--- config.mk ---
export PLATFORM = sky130hd
export DESIGN_NAME = mdio_access_arbiter_flat
export DESIGN_NICKNAME = d
export VERILOG_FILES = /design/src/rtl/mdio_access_arbiter_pkg.sv /design/src/rtl/mdio_access_arbiter_if.sv /design/src/rtl/mdio_access_arbiter_poll_timer.sv /design/src/rtl/mdio_access_arbiter.sv /design/src/flat_wrapper.sv
export SDC_FILE = /design/constraint.sdc
export NUM_CORES = 1
export LEC_CHECK = 0
export ABC_AREA = 1
export CAP_MARGIN = 20
export CORE_ASPECT_RATIO = 0.7
export CORE_MARGIN = 1
export CORE_UTILIZATION = 37
export DETAILED_ROUTE_END_ITERATION = 8
export SLEW_MARGIN = 20
export SYNTH_ARGS = -nofsm -noshare
export SYNTH_HDL_FRONTEND = slang
export SYNTH_SLANG_ARGS = --single-unit
--- constraint.sdc ---
create_clock -name clk -period 4.1 [get_ports clk]
set_clock_uncertainty 0.1 [all_clocks]
set_input_delay 0.82 -clock clk [delete_from_list [all_inputs] [get_ports clk]]
set_output_delay 0.82 -clock clk [all_outputs]
set_load 0.02 [all_outputs]
--- src/rtl/mdio_access_arbiter_pkg.sv ---
// Shared types for the MDIO access arbiter: FSM states, grant owners, BMSR bit positions.
package MdioArbTypes;
   typedef enum logic [1:0] {IDLE, ISSUE, WAIT_START, WAIT_DONE} mdio_arb_state_t;
   typedef enum logic {OWNER_HOST, OWNER_POLL} mdio_owner_t;
   localparam int BMSR_LINK_BIT = 2;
   localparam int BMSR_ANEG_BIT = 5;
endpackage

--- src/rtl/mdio_access_arbiter_if.sv ---
// Command port to the MDIO transceiver; master issues register strobes, slave reports busy/data.
interface mdio_access_arbiter_if;
   logic [4:0]  phy_md_addr;
   logic [4:0]  phy_reg_addr;
   logic [15:0] phy_wr_data;
   logic        phy_reg_rd;
   logic        phy_reg_wr;
   logic        mdio_busy;
   logic [15:0] phy_rd_data;

   modport master (
      output phy_md_addr, phy_reg_addr, phy_wr_data, phy_reg_rd, phy_reg_wr,
      input  mdio_busy, phy_rd_data
   );
   modport slave (
      input  phy_md_addr, phy_reg_addr, phy_wr_data, phy_reg_rd, phy_reg_wr,
      output mdio_busy, phy_rd_data
   );
endinterface

--- src/rtl/mdio_access_arbiter_poll_timer.sv ---
// Poll interval counter: o_tc is a combinational pulse on the last count; no backpressure.
// poll_en low holds the count at zero.
module mdio_poll_timer #(
   parameter int POLL_INTERVAL = 25000000
) (
   input  logic clk,
   input  logic rst,
   input  logic i_poll_en,
   output logic o_tc
);
   localparam int W = (POLL_INTERVAL > 2) ? $clog2(POLL_INTERVAL) : 1;

   logic [W-1:0] r_cnt;
   logic         w_last;

   assign w_last = (r_cnt == W'(POLL_INTERVAL - 1));
   assign o_tc   = i_poll_en && w_last;

   always_ff @(posedge clk) begin
      if (rst || !i_poll_en || w_last) r_cnt <= '0;
      else                             r_cnt <= r_cnt + W'(1);
   end
endmodule

--- src/rtl/mdio_access_arbiter.sv ---
// Shares the MDIO transceiver between host requests and a BMSR link poller; strobe 2 cycles after a
// host request, one request held, extras dropped with host_overrun. Option: MDIO_ARB_TIMEOUT_EN.
module mdio_access_arbiter
   import MdioArbTypes::*;
#(
   parameter int         POLL_INTERVAL  = 25000000,
   parameter logic [4:0] POLL_REG       = 5'd1
`ifdef MDIO_ARB_TIMEOUT_EN
   , parameter int       TIMEOUT_CYCLES = 65535
`endif
) (
   input  logic        clk,
   input  logic        rst,
   input  logic        host_rd,
   input  logic        host_wr,
   input  logic [4:0]  host_md_addr,
   input  logic [4:0]  host_reg_addr,
   input  logic [15:0] host_wr_data,
   output logic        host_busy,
   output logic        host_done,
   output logic [15:0] host_rd_data,
   output logic        host_overrun,
   input  logic        poll_en,
   input  logic [4:0]  poll_md_addr,
   output logic        link_up,
   output logic        an_complete,
   output logic        status_valid,
   output logic        link_change,
`ifdef MDIO_ARB_TIMEOUT_EN
   output logic        mdio_timeout,
`endif
   mdio_access_arbiter_if.master phy
);
   mdio_arb_state_t r_state, w_next_state;
   mdio_owner_t     r_owner, r_last_grant, w_grant_owner;

   logic        w_grant, w_complete, w_timeout, w_poll_tc;
   logic        w_host_elig, w_poll_elig, w_issue_rd, w_issue_wr, w_poll_inflight;
   logic        r_host_pending, r_poll_pending;
   logic        r_hold_wr;
   logic [4:0]  r_hold_md, r_hold_reg;
   logic [15:0] r_hold_wd;
   logic        r_is_wr;
   logic [4:0]  r_phy_md, r_phy_reg;
   logic [15:0] r_phy_wd;
   logic        r_host_done, r_host_overrun, r_link_up, r_an_complete, r_status_valid, r_link_change;
   logic [15:0] r_host_rd_data;

   mdio_poll_timer #(.POLL_INTERVAL(POLL_INTERVAL)) u_poll_timer (
      .clk       (clk),
      .rst       (rst),
      .i_poll_en (poll_en),
      .o_tc      (w_poll_tc)
   );

   // A pending poll is withdrawn while poll_en is low, so it is not eligible for a grant either.
   assign w_host_elig     = r_host_pending;
   assign w_poll_elig     = r_poll_pending && poll_en;
   assign w_poll_inflight = (r_state != IDLE) && (r_owner == OWNER_POLL);

`ifdef MDIO_ARB_TIMEOUT_EN
   localparam int TW = $clog2(TIMEOUT_CYCLES + 1);
   logic [TW-1:0] r_to_cnt;
   logic          r_mdio_timeout;
   logic          w_waiting;

   assign w_waiting    = (r_state == WAIT_START) || (r_state == WAIT_DONE);
   assign w_timeout    = w_waiting && (r_to_cnt == TW'(TIMEOUT_CYCLES));
   assign mdio_timeout = r_mdio_timeout;

   always_ff @(posedge clk) begin
      if (rst || !w_waiting) r_to_cnt <= '0;
      else if (!w_timeout)   r_to_cnt <= r_to_cnt + TW'(1);
      if (rst)               r_mdio_timeout <= 1'b0;
      else if (w_timeout)    r_mdio_timeout <= 1'b1;
   end
`else
   assign w_timeout = 1'b0;
`endif

   always_ff @(posedge clk) begin
      if (rst) r_state <= IDLE;
      else     r_state <= w_next_state;
   end

   always_comb begin
      w_next_state  = r_state;
      w_grant       = 1'b0;
      w_grant_owner = OWNER_HOST;
      w_issue_rd    = 1'b0;
      w_issue_wr    = 1'b0;
      w_complete    = 1'b0;
      case (r_state)
         IDLE: begin
            if (w_host_elig && w_poll_elig) begin
               w_grant       = 1'b1;
               w_grant_owner = (r_last_grant == OWNER_HOST) ? OWNER_POLL : OWNER_HOST;
            end else if (w_host_elig) begin
               w_grant = 1'b1;
            end else if (w_poll_elig) begin
               w_grant       = 1'b1;
               w_grant_owner = OWNER_POLL;
            end
            if (w_grant) w_next_state = ISSUE;
         end
         ISSUE: begin
            w_issue_wr   = r_is_wr;
            w_issue_rd   = !r_is_wr;
            w_next_state = WAIT_START;
         end
         WAIT_START: begin
            if (w_timeout) begin
               w_complete   = 1'b1;
               w_next_state = IDLE;
            end else if (phy.mdio_busy) begin
               w_next_state = WAIT_DONE;
            end
         end
         WAIT_DONE: begin
            if (!phy.mdio_busy || w_timeout) begin
               w_complete   = 1'b1;
               w_next_state = IDLE;
            end
         end
         default: w_next_state = IDLE;
      endcase
   end

   always_ff @(posedge clk) begin
      if (rst) begin
         r_host_pending <= 1'b0;
         r_poll_pending <= 1'b0;
         r_hold_wr      <= 1'b0;
         r_hold_md      <= '0;
         r_hold_reg     <= '0;
         r_hold_wd      <= '0;
         r_owner        <= OWNER_HOST;
         r_last_grant   <= OWNER_POLL;
         r_is_wr        <= 1'b0;
         r_phy_md       <= '0;
         r_phy_reg      <= '0;
         r_phy_wd       <= '0;
         r_host_done    <= 1'b0;
         r_host_overrun <= 1'b0;
         r_host_rd_data <= '0;
         r_link_up      <= 1'b0;
         r_an_complete  <= 1'b0;
         r_status_valid <= 1'b0;
         r_link_change  <= 1'b0;
      end else begin
         r_host_done    <= 1'b0;
         r_host_overrun <= 1'b0;
         r_link_change  <= 1'b0;

         if (host_rd || host_wr) begin
            if (r_host_pending) begin
               r_host_overrun <= 1'b1;
            end else begin
               r_host_pending <= 1'b1;
               r_hold_wr      <= host_wr;
               r_hold_md      <= host_md_addr;
               r_hold_reg     <= host_reg_addr;
               r_hold_wd      <= host_wr_data;
            end
         end

         if (w_grant) begin
            r_owner      <= w_grant_owner;
            r_last_grant <= w_grant_owner;
            if (w_grant_owner == OWNER_HOST) begin
               r_is_wr   <= r_hold_wr;
               r_phy_md  <= r_hold_md;
               r_phy_reg <= r_hold_reg;
               r_phy_wd  <= r_hold_wd;
            end else begin
               r_is_wr   <= 1'b0;
               r_phy_md  <= poll_md_addr;
               r_phy_reg <= POLL_REG;
               r_phy_wd  <= '0;
            end
         end

         if (w_complete && r_owner == OWNER_HOST) begin
            r_host_pending <= 1'b0;
            r_host_done    <= 1'b1;
            if (w_timeout)     r_host_rd_data <= 16'hFFFF;
            else if (!r_is_wr) r_host_rd_data <= phy.phy_rd_data;
         end

         if (w_complete && r_owner == OWNER_POLL) begin
            r_poll_pending <= 1'b0;
            if (!w_timeout) begin
               r_link_up      <= phy.phy_rd_data[BMSR_LINK_BIT];
               r_an_complete  <= phy.phy_rd_data[BMSR_ANEG_BIT];
               r_status_valid <= 1'b1;
               r_link_change  <= r_status_valid && (phy.phy_rd_data[BMSR_LINK_BIT] != r_link_up);
            end
         end
         if (!poll_en && !w_poll_inflight) r_poll_pending <= 1'b0;
         if (w_poll_tc)                    r_poll_pending <= 1'b1;
      end
   end

   assign host_busy        = r_host_pending;
   assign host_done        = r_host_done;
   assign host_rd_data     = r_host_rd_data;
   assign host_overrun     = r_host_overrun;
   assign link_up          = r_link_up;
   assign an_complete      = r_an_complete;
   assign status_valid     = r_status_valid;
   assign link_change      = r_link_change;
   assign phy.phy_md_addr  = r_phy_md;
   assign phy.phy_reg_addr = r_phy_reg;
   assign phy.phy_wr_data  = r_phy_wd;
   assign phy.phy_reg_rd   = w_issue_rd;
   assign phy.phy_reg_wr   = w_issue_wr;
endmodule

--- src/flat_wrapper.sv ---
// flat-port wrapper written by rule: the top's interface ports become plain ports
module mdio_access_arbiter_flat import MdioArbTypes::*;
#(
   parameter int         POLL_INTERVAL  = 25000000,
   parameter logic [4:0] POLL_REG       = 5'd1

)
  (clk, rst, host_rd, host_wr, host_md_addr, host_reg_addr, host_wr_data, host_busy, host_done, host_rd_data, host_overrun, poll_en, poll_md_addr, link_up, an_complete, status_valid, link_change, phy_phy_md_addr, phy_phy_reg_addr, phy_phy_wr_data, phy_phy_reg_rd, phy_phy_reg_wr, phy_mdio_busy, phy_phy_rd_data);
  mdio_access_arbiter_if phy_i ();
  input  logic clk;
  input  logic rst;
  input  logic host_rd;
  input  logic host_wr;
  input  logic [4:0] host_md_addr;
  input  logic [4:0] host_reg_addr;
  input  logic [15:0] host_wr_data;
  output logic host_busy;
  output logic host_done;
  output logic [15:0] host_rd_data;
  output logic host_overrun;
  input  logic poll_en;
  input  logic [4:0] poll_md_addr;
  output logic link_up;
  output logic an_complete;
  output logic status_valid;
  output logic link_change;
  output wire logic [$bits(phy_i.phy_md_addr)-1:0] phy_phy_md_addr;
  output wire logic [$bits(phy_i.phy_reg_addr)-1:0] phy_phy_reg_addr;
  output wire logic [$bits(phy_i.phy_wr_data)-1:0] phy_phy_wr_data;
  output wire logic [$bits(phy_i.phy_reg_rd)-1:0] phy_phy_reg_rd;
  output wire logic [$bits(phy_i.phy_reg_wr)-1:0] phy_phy_reg_wr;
  input wire logic [$bits(phy_i.mdio_busy)-1:0] phy_mdio_busy;
  input wire logic [$bits(phy_i.phy_rd_data)-1:0] phy_phy_rd_data;
  assign phy_phy_md_addr = phy_i.phy_md_addr;
  assign phy_phy_reg_addr = phy_i.phy_reg_addr;
  assign phy_phy_wr_data = phy_i.phy_wr_data;
  assign phy_phy_reg_rd = phy_i.phy_reg_rd;
  assign phy_phy_reg_wr = phy_i.phy_reg_wr;
  assign phy_i.mdio_busy = phy_mdio_busy;
  assign phy_i.phy_rd_data = phy_phy_rd_data;
  mdio_access_arbiter #(.POLL_INTERVAL(POLL_INTERVAL), .POLL_REG(POLL_REG)) u_core (.clk(clk), .rst(rst), .host_rd(host_rd), .host_wr(host_wr), .host_md_addr(host_md_addr), .host_reg_addr(host_reg_addr), .host_wr_data(host_wr_data), .host_busy(host_busy), .host_done(host_done), .host_rd_data(host_rd_data), .host_overrun(host_overrun), .poll_en(poll_en), .poll_md_addr(poll_md_addr), .link_up(link_up), .an_complete(an_complete), .status_valid(status_valid), .link_change(link_change), .phy(phy_i));
endmodule
==> results of run 1 <==
## worst min-delay path by stage
stage	cells after the start	start	slack, ns	to
after global placement	1	u_core.u_poll_timer.r_cnt[0]	0.33	u_core.u_poll_timer.r_cnt[0]
after CTS	2	u_core.r_hold_reg[0]	0.36	u_core.r_hold_reg[0]
final	2	u_core.r_hold_reg[0]	0.35	u_core.r_hold_reg[0]
after global routing	2	u_core.r_hold_wd[10]	0.39	u_core.phy.phy_wr_data[10]
after detailed placement	2	u_core.r_last_grant	0.35	u_core.r_last_grant
after floorplan	1	u_core.u_poll_timer.r_cnt[0]	0.32	u_core.u_poll_timer.r_cnt[0]
## synthesized netlist by cell type (2+ instances only)
library cell / count / area (sq um)
buf_2: 9 / 45.0
xnor2_1: 5 / 43.8
o211ai_1: 6 / 45.0
dfxtp_1: 107 / 2140
xor2_1: 7 / 61.3
clkbuf_1: 7 / 26.3
ha_1: 6 / 75.1
buf_4: 2 / 15.0
nor2_1: 137 / 514
nor2_2: 6 / 37.5
o21ai_0: 52 / 260
nand2_1: 106 / 398
buf_6: 5 / 56.3
a21oi_1: 12 / 60.1
inv_2: 5 / 18.8
nor2_4: 7 / 78.8
nand4_1: 3 / 18.8
nand2_2: 5 / 31.3
or2_2: 2 / 12.5
inv_1: 50 / 188
nand3_1: 64 / 320
## worst register-to-register path, delay by kind of cell, from the launching register on
family	cells	cell delay, ns
adders and majority gates	1	0.26
DFF	1	0.36
buffers and inverters	1	0.10
and+or+nand+nor	4	1.10
AOI/OAI and AO/OA	1	0.11
## per-stage QoR
| stage | worst slack [ns] | utilization | hold WS, ns | instance area, sq um |
|---|---|---|---|---|
| finish | 1.39 | 0.505 | 0.351 | 5940 |
| CTS | 1.35 | 0.505 | 0.360 | 5940 |
| global placement | 1.06 | 0.477 | 0.335 | 5610 |
| floorplan | 2.30 | - | 0.317 | 4500 |
| detailed placement | 0.970 | 0.477 | 0.349 | 5610 |
| global route | 1.10 | 0.505 | 0.388 | 5940 |
## routing by layer
metal,vias to the layer above,GRT usage,wire length (microns)
li1,2120,-,-
met1,1856,0.259,5680
met2,123,0.272,4680
met3,13,0.0636,911
met4,0,0.0682,190
met5,-,0,0
## power groups by stage
| stage | sequential (mW) | clock, mW | combinational [mW] |
|---|---|---|---|
| after global routing | 1.20 | 1.02 | 0.628 |
| after detailed placement | 1.21 | 0 | 0.568 |
| after CTS | 1.19 | 0.974 | 0.573 |
| after floorplan | 1.27 | 0 | 0.278 |
| final | 1.19 | 0.948 | 0.569 |
| after global placement | 1.21 | 0 | 0.556 |
## final cells by class
class / count / share of cell area
sequential: 107 / 0.361
multi-input combinational: 424 / 0.338
timing repair buffer: 106 / 0.177
clock buffer: 12 / 0.0432
inverter: 55 / 0.0348
tap: 157 / 0.0331
clock inverter: 4 / 0.0122
## cell families (layout without fill, tap and decap cells)
logic type,Yosys count,after routing,share of synthesized area
AND/OR/NAND/NOR,332,332,0.316
XOR/XNOR,12,12,0.0233
buffers and inverters,79,177,0.0783
flip-flops,107,107,0.476
AO/OA/AOI/OAI,74,74,0.0900
adder cells (fa/ha/maj),6,6,0.0167
==> impl_metrics.env, run 1 <==
export IMPL_n_antenna_cell=0
export IMPL_r2r_end="u_core.r_is_wr"
export IMPL_layout_commonest_cell="nor2_1"
export IMPL_layout_common_cells="137 x nor2_1, 107 x dfxtp_1, 106 x nand2_1"
export IMPL_power_per_cell_area_nw_per_um2=456
export IMPL_p_total_mw=2.71
export IMPL_num_fill_cells=1116
export IMPL_clkTransAtPathRegs_ns=0.07
export IMPL_wl_per_cell_microns=13.2
export IMPL_ys_seq_area_frac=0.476
export IMPL_seq_area_sq_um=2140
export IMPL_cts_buffers=9
export IMPL_p_seq_frac=0.440
export IMPL_synth_edf_count=0
export IMPL_cts_max_level=3
export IMPL_drtIter0Drc=337
export IMPL_synth_area_per_cell_sq_um=7.38
export IMPL_pwr_share_clk=0.350
export IMPL_multi_input_area_sq_um=2010
export IMPL_fp_row_count=33
export IMPL_start_util=0.383
export IMPL_grtUsageTotal=0.189
export IMPL_ios=104
export IMPL_critPathLaunchType="primary input"
export IMPL_rsz0062_at_grt="no"
export IMPL_areaGrowthSynthToFinish_pct=31.8
export IMPL_intPower_mw=1.94
export IMPL_largest_reg_flops=25
export IMPL_crit_end="u_core.r_hold_reg[0]"
export IMPL_cp_depth=6
export IMPL_slowest_stage="nor2_2"
export IMPL_drt_wl_total_mm=11.5
export IMPL_finalSetupViolations=0
export IMPL_maxCapViolCount=0
export IMPL_place_congestion=0.839
export IMPL_fp_dieW_microns=134
export IMPL_leakagePower_nw=2.41
export IMPL_die_y_microns=94.3
export IMPL_status="finished, final reports clean"
export IMPL_crit_type="primary input to register"
export IMPL_clock_fmax_mhz=370
export IMPL_syn_cell_area_sq_um=4500
export IMPL_critPathCaptureType="register"
export IMPL_synth_distinct_cells=28
export IMPL_fin_crit_ns=2.71
export IMPL_synthFlopType="dfxtp_1"
export IMPL_coreArea_sq_um=11800
export IMPL_portBuffers=103
export IMPL_startpoint="host_wr"
export IMPL_drv_slew=0
export IMPL_drcViolationCount=0
export IMPL_ant_nets=0
export IMPL_switchingPower_uw=765
export IMPL_crit_family="buffers and inverters"
export IMPL_cts_buffer_depth=2
export IMPL_grt_pass1_vias=3818
export IMPL_crit_fanout=28
export IMPL_crit_arrival_ns=2.83
export IMPL_instances_no_fill=865
export IMPL_synth_nets=669
export IMPL_switching_share=0.282
export IMPL_r2r_cells=7
export IMPL_crit_chain="clkdlybuf4s50_1 > nor2_1 > nor2_2 > inv_2 > o21ai_0 > a21oi_1"
export IMPL_tightest_slew_ns=0.929
export IMPL_cts_tree="done"
export IMPL_irDropWorstVdd_mv=0.247
export IMPL_post_dp_hpwl_mm=8.30
export IMPL_routed_via_count=4112
export IMPL_async_reset_ff_frac=0
export IMPL_cts_hold_buffers=0
export IMPL_finalCritPeriodShare=0.660
export IMPL_r2r_start="u_core.r_state[0]"
export IMPL_ys_warn_count=0
export IMPL_hold_viol=0
export IMPL_crit_buf_inv=2
export IMPL_relSlewSlack=0.380
export IMPL_combPwrFrac=0.210
export IMPL_grt_overflow=0
export IMPL_cts_root_buf="clkbuf_16"
export IMPL_grt_pass1_wl_mm=18.6
export IMPL_final_nets=762
export IMPL_drive_above_1_share=0.0636
export IMPL_dieArea_sq_um=12600
export IMPL_antenna_found_initial=0
export IMPL_cts_num_sinks=107
export IMPL_synth_ff_latch_count=107
export IMPL_hp_class="register to register"
export IMPL_viasPerCell=4.75
export IMPL_post_cts_buffers=0
export IMPL_rrSetupSlack_ns=1.98
export IMPL_grt_max_degree=34
export IMPL_setup_tns_ns=0
export IMPL_drt_pass1_iterations=5
export IMPL_insertion_delay_ns=0.35
export IMPL_dp_cells=849
export IMPL_synth_cells=610
export IMPL_post_cts_resized=0
export IMPL_max_stage_delay_ns=0.69
export IMPL_regMostFlops="u_core.u_poll_timer.r_cnt"
export IMPL_cp_required_ns=4.22
No activity file was read; power rests on OpenSTA's default activity.
==> run 2, diff against run 1 <==
==> constraint.sdc (replaced) <==
create_clock -name clk -period 2.26 [get_ports clk]
set_clock_uncertainty 0.1 [all_clocks]
set_input_delay 0.452 -clock clk [delete_from_list [all_inputs] [get_ports clk]]
set_output_delay 0.452 -clock clk [all_outputs]
set_load 0.02 [all_outputs]
==> run 2 against run 1 <==
  * Largest cell class unchanged
  * Largest power group unchanged
  * Critical endpoint is now phy_phy_reg_rd
  * Sequential share of layout area shrank 0.42 points
  * Die area is the same
  * Critical path depth fell by 1
==> impl_metrics.env, run 2 (same netlist as run 1, synthesis figures left out) <==
export IMPL_drt_pass1_iterations=4
export IMPL_hold_viol=0
export IMPL_post_dp_hpwl_mm=8.51
export IMPL_finalSetupViolations=0
export IMPL_crit_top_cell="inv_1"
export IMPL_irDropWorstVdd_mv=0.429
export IMPL_grt_pass1_vias=3834
export IMPL_whs_ns=0.360
export IMPL_crit_fanout=4
export IMPL_coreArea_sq_um=11800
export IMPL_dieArea_sq_um=12600
export IMPL_grt_overflow=0
export IMPL_seq_area_sq_um=2140
export IMPL_start_util=0.383
export IMPL_setup_tns_ns=0
export IMPL_multi_input_area_sq_um=2010
export IMPL_insertion_delay_ns=0.35
export IMPL_cts_buffer_depth=2
export IMPL_areaGrowthSynthToFinish_pct=33.4
export IMPL_antenna_found_initial=0
export IMPL_portBuffers=103
export IMPL_tightest_slew_ns=0.510
export IMPL_viasPerCell=4.73
export IMPL_cts_max_level=3
export IMPL_cts_num_sinks=107
export IMPL_crit_type="register to primary output"
export IMPL_leakagePower_nw=2.46
export IMPL_cts_tree="done"
export IMPL_grtUsageTotal=0.193
export IMPL_drive_above_1_share=0.0754
export IMPL_clkTransAtPathRegs_ns=0.08
export IMPL_drtIter0Drc=221
export IMPL_pre_cts_slack_ns=0.231
export IMPL_crit_arrival_ns=1.50
export IMPL_drcViolationCount=0
export IMPL_final_nets=770
export IMPL_ios=104
export IMPL_max_stage_delay_ns=0.35
export IMPL_critPathCaptureType="primary output"
export IMPL_fin_crit_ns=2.05
export IMPL_crit_chain="inv_1 > ha_1 > inv_1 > nor2_1 > dlygate4sd2_1"
export IMPL_routed_via_count=4128
export IMPL_layout_common_cells="137 x nor2_1, 107 x dfxtp_1, 106 x nand2_1"
export IMPL_clock_fmax_mhz=487
export IMPL_fp_dieW_microns=134
export IMPL_relSlewSlack=0.660
export IMPL_crit_buf_inv=3
export IMPL_regMostFlops="u_core.u_poll_timer.r_cnt"
export IMPL_place_congestion=0.871
export IMPL_power_per_cell_area_nw_per_um2=796
export IMPL_drv_slew=0
export IMPL_hp_class="register to register"
export IMPL_fp_row_count=33
export IMPL_n_antenna_cell=0
export IMPL_critPathLaunchType="register"
export IMPL_drt_wl_total_mm=11.7
export IMPL_rsz0062_at_grt="no"
export IMPL_maxCapViolCount=0
export IMPL_finalCritPeriodShare=0.909
export IMPL_grt_max_degree=34
export IMPL_p_total_mw=4.78
export IMPL_crit_family="buffers and inverters"
export IMPL_die_y_microns=94.3
export IMPL_slowest_stage="dlygate4sd2_1"
export IMPL_timing_final_ws_setup_ns=0.205
export IMPL_cts_buffers=9
export IMPL_cp_required_ns=1.71
export IMPL_wl_per_cell_microns=13.4
export IMPL_layout_commonest_cell="nor2_1"
export IMPL_cts_root_buf="clkbuf_16"
export IMPL_num_fill_cells=1130
export IMPL_ant_nets=0
export IMPL_largest_reg_flops=25
export IMPL_status="finished, final reports clean"
export IMPL_grt_pass1_wl_mm=19.1
==> run 2: what timing repair did <==
item                       in CTS  in global routing
resized for setup               2                  0
hold buffers                    0                  0
hold endpoints to repair        0                  0
buffers inserted                0                  0
setup endpoints to repair       2                  0
==> run 2: cell type report <==
class,instances,share of cell area
multi-input cells,424,0.335
clock buffers,9,0.0375
inverters,55,0.0344
flip-flops and latches,107,0.357
well taps,157,0.0327
repair buffers,114,0.193
clock inverters,7,0.0110
==> run 2: routing by layer <==
metal | GRT usage | vias up | wire (microns)
met3 | 0.0717 | 13 | 1090
met4 | 0.0492 | 0 | 133
met1 | 0.279 | 1865 | 5990
met5 | 0 | - | 0
li1 | - | 2130 | -
met2 | 0.263 | 120 | 4500
==> run 2: final timing paths <==
check                               startpoint                             to  slack (ns)  cells after the start
setup / recovery             u_core.r_state[1]                 phy_phy_reg_rd        0.21                      5
hold / removal    u_core.u_poll_timer.r_cnt[0]   u_core.u_poll_timer.r_cnt[0]        0.36                      1
setup reg to reg  u_core.u_poll_timer.r_cnt[0]  u_core.u_poll_timer.r_cnt[12]        0.39                      8
hold reg to reg   u_core.u_poll_timer.r_cnt[0]   u_core.u_poll_timer.r_cnt[0]        0.36                      1
==> run 2: report_power, final <==
part / internal (mW) / switching, mW
registers: 2.06 / 0.104
clock network: 0.781 / 0.774
logic: 0.466 / 0.596
total: 3.31 / 1.47
==> run 2: metrics by stage <==
stage / area (sq um) / util / std cells
global route: 6010 / 0.510 / 873
global placement: 5720 / 0.486 / 857
CTS: 6010 / 0.510 / 873
finish: 6010 / 0.510 / 873
detailed placement: 5720 / 0.486 / 857
floorplan: 4500 / - / 610
==> run 3, diff against run 2 <==
--- a/config.mk
+++ b/config.mk
@@ -7,10 +7,13 @@
 export LEC_CHECK = 0
 export ABC_AREA = 1
 export CAP_MARGIN = 20
+export CELL_PAD_IN_SITES_DETAIL_PLACEMENT = 1
+export CELL_PAD_IN_SITES_GLOBAL_PLACEMENT = 1
 export CORE_ASPECT_RATIO = 0.7
-export CORE_MARGIN = 1
-export CORE_UTILIZATION = 37
+export CORE_MARGIN = 5
+export CORE_UTILIZATION = 32
 export DETAILED_ROUTE_END_ITERATION = 8
+export PLACE_DENSITY_LB_ADDON = 0.1
 export SLEW_MARGIN = 20
 export SYNTH_ARGS = -nofsm -noshare
 export SYNTH_HDL_FRONTEND = slang
==> run 3 against run 2 <==
  * Total power grew 0.57%
  * Utilization shrank 7.5 points
  * Worst hold slack lost 0.012 ns
  * Worst setup slack gained 0.0072 ns
  * First-iteration DRC count shrank 28%
  * Combinational power is essentially flat
  * Sequential share of layout area shrank 0.16 points
  * Flip-flop and latch count is the same
  * Sequential power is essentially flat
  * Final area grew 0.46%
  * Clock power is essentially flat
  * Via count grew 2.9%
==> impl_metrics.env, run 3 (same netlist as run 1, synthesis figures left out) <==
export IMPL_status="finished, final reports clean"
export IMPL_layout_common_cells="137 x nor2_1, 107 x dfxtp_1, 106 x nand2_1"
export IMPL_portBuffers=103
export IMPL_antenna_found_initial=1
export IMPL_fp_row_count=36
export IMPL_fin_crit_ns=2.05
export IMPL_crit_family="buffers and inverters"
export IMPL_intPower_mw=3.32
export IMPL_combPwrFrac=0.225
export IMPL_hp_class="register to register"
export IMPL_grt_pass1_vias=4486
export IMPL_cts_tree="done"
export IMPL_crit_top_cell="inv_1"
export IMPL_drv_slew=0
export IMPL_grt_overflow=0
export IMPL_p_seq_frac=0.450
export IMPL_switchingPower_mw=1.49
export IMPL_maxCapViolCount=0
export IMPL_viasPerCell=4.68
export IMPL_grt_max_degree=58
export IMPL_coreArea_sq_um=13900
export IMPL_largest_reg_flops=25
export IMPL_crit_arrival_ns=1.50
export IMPL_cts_buffer_depth=2
export IMPL_final_nets=770
export IMPL_power_per_cell_area_nw_per_um2=797
export IMPL_tightest_slew_ns=0.571
export IMPL_drive_above_1_share=0.0754
export IMPL_ios=104
export IMPL_cts_root_buf="clkbuf_16"
export IMPL_pre_cts_slack_ns=-0.112
export IMPL_post_dp_hpwl_mm=10.5
export IMPL_ant_nets=0
export IMPL_fin_util=0.435
export IMPL_drt_pass1_iterations=4
export IMPL_grtUsageTotal=0.172
export IMPL_start_util=0.325
export IMPL_routed_via_count=4247
export IMPL_p_total_mw=4.81
export IMPL_die_y_microns=109
export IMPL_critPathCaptureType="primary output"
export IMPL_max_stage_delay_ns=0.39
export IMPL_leakagePower_nw=2.45
export IMPL_crit_type="register to primary output"
export IMPL_place_congestion=0.803
export IMPL_critPathLaunchType="register"
export IMPL_finalCritPeriodShare=0.906
export IMPL_fp_dieW_microns=152
export IMPL_switching_share=0.310
export IMPL_dieArea_sq_um=16600
export IMPL_hold_viol=0
export IMPL_crit_chain="inv_1 > ha_1 > inv_1 > nor2_1 > dlygate4sd2_1"
export IMPL_cts_buffers=9
export IMPL_drtIter0Drc=159
export IMPL_insertion_delay_ns=0.34
export IMPL_areaGrowthSynthToFinish_pct=34.0
export IMPL_clock_fmax_mhz=488
export IMPL_wl_per_cell_microns=15.4
export IMPL_clkTransAtPathRegs_ns=0.07
export IMPL_cts_max_level=3
export IMPL_cts_num_sinks=107
export IMPL_drcViolationCount=0
export IMPL_relSlewSlack=0.618
export IMPL_crit_fanout=4
export IMPL_crit_buf_inv=3
export IMPL_slowest_stage="dlygate4sd2_1"
export IMPL_cp_required_ns=1.71
export IMPL_drt_wl_total_mm=13.9
export IMPL_finalSetupViolations=0
export IMPL_timing_final_ws_setup_ns=0.213
export IMPL_regMostFlops="u_core.u_poll_timer.r_cnt"
export IMPL_irDropWorstVdd_mv=0.451
export IMPL_rsz0062_at_grt="no"
export IMPL_pwr_share_clk=0.325
export IMPL_layout_commonest_cell="nor2_1"
export IMPL_grt_pass1_wl_mm=23.0
## run 3: worst min-delay path, delay by kind of cell, from the launching register on
kind             cells  cell delay [ns]
DFF                  1             0.31
and+or+nand+nor      2             0.10
## run 3: stage by stage
step                      area (sq um)  TNS (ns)  hold WS (ns)  cells
final                             6030         0         0.349    907
after global routing              6030         0         0.371    906
after CTS                         6030         0         0.353    906
after detailed placement          5730     -1.14         0.338    890
after global placement            5730         0         0.324    890
after floorplan                   4500         0         0.317    610
## run 3: layer usage
| layer | vias up | track usage | wire, microns |
|---|---|---|---|
| li1 | 2133 | - | - |
| met2 | 95 | 0.266 | 5890 |
| met3 | 10 | 0.0678 | 1110 |
| met4 | 0 | 0.0334 | 123 |
| met1 | 2009 | 0.230 | 6820 |
| met5 | - | 0 | 0 |
## run 3: power groups by stage
stage | clock (mW) | combinational (mW) | sequential (mW)
final | 1.56 | 1.08 | 2.16
after global routing | 1.71 | 1.20 | 2.19
after CTS | 1.62 | 1.10 | 2.17
after detailed placement | 0 | 1.09 | 2.21
after global placement | 0 | 1.06 | 2.20
after floorplan | 0 | 0.505 | 2.30
## run 3: path summary, 6_finish.rpt
kind	from	to	slack, ns	cells after the start
max	u_core.r_state[1]	phy_phy_reg_rd	0.21	5
min	u_core.r_last_grant	u_core.r_last_grant	0.35	2
max reg2reg	u_core.u_poll_timer.r_cnt[0]	u_core.u_poll_timer.r_cnt[13]	0.40	8
min reg2reg	u_core.r_last_grant	u_core.r_last_grant	0.35	2
## run 3: layout make-up
cell class | instances | area, sq um
fill | 1736 | 7840
sequential | 107 | 2140
multi-input combinational | 424 | 2010
timing repair buffer | 114 | 1140
clock buffer | 10 | 239
tap | 190 | 238
inverter | 55 | 206
clock inverter | 6 | 56.3
antenna | 1 | 2.50
## run 3: timing repair
item / in CTS / in global routing
setup buffers: 0 / 0
gates resized for setup: 2 / 1
setup endpoints to repair: 2 / 21
hold buffers: 0 / 0
